`src/rtl/shifter_pkg.sv`:
```
// shifter_pkg: shared state encoding, direction codes and default sizes for the iterative shifter
package shifter_pkg;

    typedef enum logic [1:0] {
        IDLE  = 2'd0,
        SHIFT = 2'd1,
        DONE  = 2'd2
    } state_e;

    localparam logic SH_LEFT  = 1'b0;
    localparam logic SH_RIGHT = 1'b1;

    localparam int DEF_WIDTH = 32;
    localparam int DEF_AMT_W = 5;

endpackage

```
`src/rtl/shift_one_step.sv`:
```
// shift_one_step: combinational single-bit shift; right shifts insert the fill bit, left shifts insert zero
module shift_one_step
    import shifter_pkg::*;
#(
    parameter int WIDTH = DEF_WIDTH
) (
    input  logic [WIDTH-1:0] data_in,
    input  logic             dir,
    input  logic             fill,
    output logic [WIDTH-1:0] data_out
);

    // one position toward LSB (right) or MSB (left)
    always_comb begin
        data_out = (dir == SH_RIGHT) ? {fill, data_in[WIDTH-1:1]} : {data_in[WIDTH-2:0], 1'b0};
    end

endmodule

```
`src/rtl/shift_sequencer.sv`:
```
// shift_sequencer: iterative multi-cycle shifter with valid/ready on both sides.
// Build option SHIFT_SEQ_QUAD_STEP_EN: shift four bits per cycle while at least four remain.
module shift_sequencer
    import shifter_pkg::*;
#(
    parameter int WIDTH = DEF_WIDTH,
    parameter int AMT_W = DEF_AMT_W
) (
    input  logic             CLK,
    input  logic             RESET,
    input  logic             IN_VALID,
    output logic             IN_READY,
    input  logic [WIDTH-1:0] IN_DATA,
    input  logic [AMT_W-1:0] IN_AMT,
    input  logic             SH_DIR,
    input  logic             ARITH,
    output logic             OUT_VALID,
    input  logic             OUT_READY,
    output logic [WIDTH-1:0] OUT_DATA,
    output logic             BUSY
);

`ifdef SHIFT_SEQ_QUAD_STEP_EN
    localparam int STEPS = 4;
`else
    localparam int STEPS = 1;
`endif

    state_e           state_q, state_d;
    logic [WIDTH-1:0] data_q, data_d;
    logic [AMT_W-1:0] cnt_q, cnt_d;
    logic             dir_q, dir_d;
    logic             fill_q, fill_d;

    logic [WIDTH-1:0] chain [0:STEPS];
    logic [WIDTH-1:0] step_data;
    logic [AMT_W-1:0] step_cnt;

    assign chain[0] = data_q;

    for (genvar i = 0; i < STEPS; i++) begin : g_step
        shift_one_step #(.WIDTH(WIDTH)) u_step (
            .data_in  (chain[i]),
            .dir      (dir_q),
            .fill     (fill_q),
            .data_out (chain[i+1])
        );
    end

`ifdef SHIFT_SEQ_QUAD_STEP_EN
    // take the four-bit result while at least four positions remain
    always_comb begin
        step_data = (cnt_q >= AMT_W'(4)) ? chain[4] : chain[1];
        step_cnt  = (cnt_q >= AMT_W'(4)) ? AMT_W'(4) : AMT_W'(1);
    end
`else
    // strictly one position per cycle
    always_comb begin
        step_data = chain[1];
        step_cnt  = AMT_W'(1);
    end
`endif

    // state and datapath registers; reset discards any in-flight request
    always_ff @(posedge CLK) begin
        if (RESET) begin
            state_q <= IDLE;
            data_q  <= '0;
            cnt_q   <= '0;
            dir_q   <= 1'b0;
            fill_q  <= 1'b0;
        end else begin
            state_q <= state_d;
            data_q  <= data_d;
            cnt_q   <= cnt_d;
            dir_q   <= dir_d;
            fill_q  <= fill_d;
        end
    end

    // next state: zero-amount requests go straight to DONE; SHIFT ends when the counter runs out
    always_comb begin
        state_d = state_q;
        case (state_q)
            IDLE:    state_d = IN_VALID ? ((IN_AMT == '0) ? DONE : SHIFT) : IDLE;
            SHIFT:   state_d = (cnt_q == step_cnt) ? DONE : SHIFT;
            DONE:    state_d = OUT_READY ? IDLE : DONE;
            default: state_d = IDLE;
        endcase
    end

    // datapath next values: capture on accept, step while shifting, hold otherwise
    always_comb begin
        data_d = data_q;
        cnt_d  = cnt_q;
        dir_d  = dir_q;
        fill_d = fill_q;
        if (state_q == IDLE && IN_VALID) begin
            data_d = IN_DATA;
            cnt_d  = IN_AMT;
            dir_d  = SH_DIR;
            fill_d = ARITH & SH_DIR & IN_DATA[WIDTH-1];
        end else if (state_q == SHIFT) begin
            data_d = step_data;
            cnt_d  = cnt_q - step_cnt;
        end
    end

    // outputs decoded from state; result is masked to 0 outside DONE
    always_comb begin
        IN_READY  = (state_q == IDLE);
        OUT_VALID = (state_q == DONE);
        BUSY      = (state_q != IDLE);
        OUT_DATA  = (state_q == DONE) ? data_q : '0;
    end

endmodule

```
`config.mk`:
```
export PLATFORM = sky130hd
export DESIGN_NAME = shift_sequencer
export DESIGN_NICKNAME = d
export VERILOG_FILES = /design/src/rtl/shifter_pkg.sv /design/src/rtl/shift_one_step.sv /design/src/rtl/shift_sequencer.sv
export SDC_FILE = /design/constraint.sdc
export NUM_CORES = 1
export LEC_CHECK = 0
export BUFFER_PORTS_ARGS = -buffer_cell sky130_fd_sc_hd__clkbuf_2
export CORE_ASPECT_RATIO = 0.5
export CORE_MARGIN = 5
export CORE_UTILIZATION = 55
export DETAILED_ROUTE_END_ITERATION = 16
export HOLD_SLACK_MARGIN = 0.03
export PLACE_DENSITY_LB_ADDON = 0.12
export SLEW_MARGIN = 20
export SYNTH_ARGS = -nofsm -noshare
export SYNTH_HDL_FRONTEND = slang
export SYNTH_SLANG_ARGS = --single-unit
```
`constraint.sdc`:
```
create_clock -name CLK -period 4.19 [get_ports CLK]
set_clock_uncertainty 0.15 [all_clocks]
set_input_delay 0.838 -clock CLK [delete_from_list [all_inputs] [get_ports CLK]]
set_output_delay 0.838 -clock CLK [all_outputs]
set_load 0.05 [all_outputs]
```
==> impl_metrics.env <==
export IMPL_grt_overflow=0
export IMPL_path_cells="nor2b_4, inv_1, nor2_1, clkbuf_2"
export IMPL_timing_rr_end="cnt_q[4]$_SDFFE_PP0P_"
export IMPL_io_buffers=77
export IMPL_p_leak_nw=1.17
export IMPL_drt_total_wl_mm=5.49
export IMPL_drc=0
export IMPL_core_um2=4040
export IMPL_synth_area_um2=2390
export IMPL_hold_buffers=0
export IMPL_period_share=0.709
export IMPL_nets=391
export IMPL_clk_latency_ns=0.29
export IMPL_clk_pin_slew_ns=0.08
export IMPL_rows=16
export IMPL_report_final_slew_viol_count=0
export IMPL_rsz0062_at_grt="false"
export IMPL_power_total_uw=904
export IMPL_area_growth_syn_to_layout_pct=17.2
export IMPL_die_area_um2=5840
export IMPL_cp_max_fo=33
export IMPL_synth_warnings=0
export IMPL_wl_per_cell_um=13.7
export IMPL_dp_hpwl_mm=3.89
export IMPL_synthArstFlopShare=0
export IMPL_fmax_mhz=337
export IMPL_grt_antenna_before_repair=0
export IMPL_ant_nets=0
export IMPL_syn_inst=284
export IMPL_die_y_um=56.6
export IMPL_p_comb_frac=0.210
export IMPL_clkSinkCount=41
export IMPL_synth_area_leader_cell="dfxtp_1"
export IMPL_setup_violations=0
export IMPL_cts_tree="yes"
export IMPL_finalHoldViolations=0
export IMPL_internal_power_uw=621
export IMPL_finalSetupTns_ns=0
export IMPL_ys_top_cells_by_count="dfxtp_1, nor2_1, a21oi_1"
export IMPL_use_met3=0.0544
export IMPL_rr_startpoint="state_q[0]$_SDFF_PP0_"
export IMPL_hp_start="fill_q$_SDFFE_PP0P_"
export IMPL_syn_nets=329
export IMPL_synth_seq_cells=41
export IMPL_drv_cap=0
export IMPL_powerDensity_nw_per_um2=323
export IMPL_synth_top_cells_by_area="dfxtp_1, mux2i_1, o2bb2ai_1"
export IMPL_start_kind="register"
export IMPL_yosysMostFrequentCell="dfxtp_1"
export IMPL_dieWidth_um=103
export IMPL_place_congestion=0.820
export IMPL_synth_ff_type="dfxtp_1"
export IMPL_antenna_cells=0
export IMPL_whs_endpoint="fill_q$_SDFFE_PP0P_"
export IMPL_initial_core_util=0.591
export IMPL_cp_end_kind="primary output"
export IMPL_tightest_slew_ns=0.990
export IMPL_cts_resized=0
export IMPL_cts_root_buf="clkbuf_8"
export IMPL_drtIter0Drc=63
export IMPL_clockBufferDepth=2
export IMPL_clkPwrFrac=0.274
export IMPL_cts_setup_buffers=0
export IMPL_ir_drop_mv=0.265
export IMPL_ys_seq_area_frac=0.344
export IMPL_synth_edf_count=0
export IMPL_p_sw_uw=283
export IMPL_crit_path_max_incr_delay_ns=0.60
export IMPL_status="finished, final reports clean"
export IMPL_critical_path_arrival_ns=1.98
export IMPL_use_met1=0.239
export IMPL_layout_min_cycle_time_ns=2.97
export IMPL_grt_pass1_vias=2117
export IMPL_viasPerCell=5.48
export IMPL_grt_pass1_wl_mm=9.36
export IMPL_busiest_layer="met2"
export IMPL_r2r_cells=4
export IMPL_grt_max_degree=37
export IMPL_synth_area_per_cell_um2=8.41
export IMPL_io_pins=78
export IMPL_fillers=375
export IMPL_drive_above_1_share=0.265
export IMPL_hold_depth=2
export IMPL_hold_ws_ns=0.311
export IMPL_pwr_share_seq=0.516
export IMPL_ys_types=29
export IMPL_multi_input_area_um2=1400
export IMPL_crit_type="reg -> out"
export IMPL_slew_headroom=0.340
export IMPL_r2r_slack_ns=2.35
export IMPL_routed_via_count=2197
export IMPL_hold_path_class="reg -> reg"
export IMPL_met2_usage=0.341
export IMPL_switching_share=0.313
export IMPL_cts_max_level=2
export IMPL_seq_area_um2=822
export IMPL_cp_required_ns=3.20
export IMPL_track_usage=0.196
export IMPL_crit_slowest_cell="nor2b_4"
export IMPL_dr_pass1_iters=5
export IMPL_synth_top_area_share=0.344
export IMPL_cts_buffers=5
## state kept, by name, summed over array words and instances (netlist names)
register / count
fill_q: 1
cnt_q: 5
data_q: 32
state_q: 2
dir_q: 1
## cell families (layout without fill, tap and decap cells)
kind of cell	count (synthesis)	after routing	share of synthesized area
muxes	31	31	0.130
adders and majority gates	2	2	0.0105
buffers and inverters	31	94	0.0807
AOI/OAI and AO/OA	79	79	0.224
and+or+nand+nor	100	100	0.212
DFF	41	41	0.344
## power groups by stage
stage,sequential [mW],clock [mW],combinational [mW]
2_1_floorplan,0.451,0,0.168
3_3_place_gp,0.472,0,0.185
3_5_place_dp,0.474,0,0.190
4_1_cts,0.465,0.257,0.191
5_1_grt,0.473,0.272,0.214
6_report,0.466,0.248,0.190
## per-stage QoR
| step | cell area, µm² | utilization | worst slack, ns | cells |
|---|---|---|---|---|
| global route | 2800 | 0.692 | 0.964 | 401 |
| finish | 2800 | 0.692 | 1.22 | 401 |
| detailed placement | 2710 | 0.670 | 1.23 | 393 |
| floorplan | 2390 | - | 1.57 | 284 |
| global placement | 2700 | 0.668 | 1.33 | 393 |
| CTS | 2790 | 0.691 | 0.914 | 401 |
## worst max-delay path: cells and delay by family (launching register included)
kind,cells,cell delay (ns)
AND/OR/NAND/NOR,2,0.73
buffers and inverters,2,0.41
flip-flops,1,0.55
## worst max-delay path by stage
stage,slack (ns),cells after the start,startpoint,to
after global placement,1.33,4,state_q[1]$_SDFF_PP0_,OUT_DATA[0]
after global routing,0.96,4,state_q[1]$_SDFF_PP0_,OUT_DATA[0]
final,1.22,4,state_q[1]$_SDFF_PP0_,OUT_DATA[0]
after CTS,0.91,4,state_q[1]$_SDFF_PP0_,OUT_DATA[0]
after floorplan,1.57,3,state_q[0]$_SDFF_PP0_,BUSY
after detailed placement,1.23,4,state_q[1]$_SDFF_PP0_,OUT_DATA[0]
## final cells by class
class,count,area share
Tap cell,54,0.0241
Sequential cell,41,0.294
Clock buffer,5,0.0246
Inverter,7,0.00939
Timing Repair Buffer,79,0.143
Clock inverter,3,0.00626
Multi-Input combinational cell,212,0.499
## layer usage
metal / routed length [µm] / vias to the layer above
met2: 2650 / 58
met4: 17 / 0
li1: - / 1121
met5: 0 / -
met1: 2450 / 1016
met3: 377 / 2
## layout by cell type, fill, tap and decap left out, types with 3 or more instances in the layout
cell        n
mux2i_1    31
nor2b_1     3
nor3_1      4
inv_1       7
o2bb2ai_1  29
and2_1     32
nand2_1    10
nor2_1     39
a21oi_1    39
clkbuf_8    5
a2bb2oi_1   3
nand3_1     4
clkbuf_2   77
dfxtp_1    40
No activity file was read; power rests on OpenSTA's default activity.
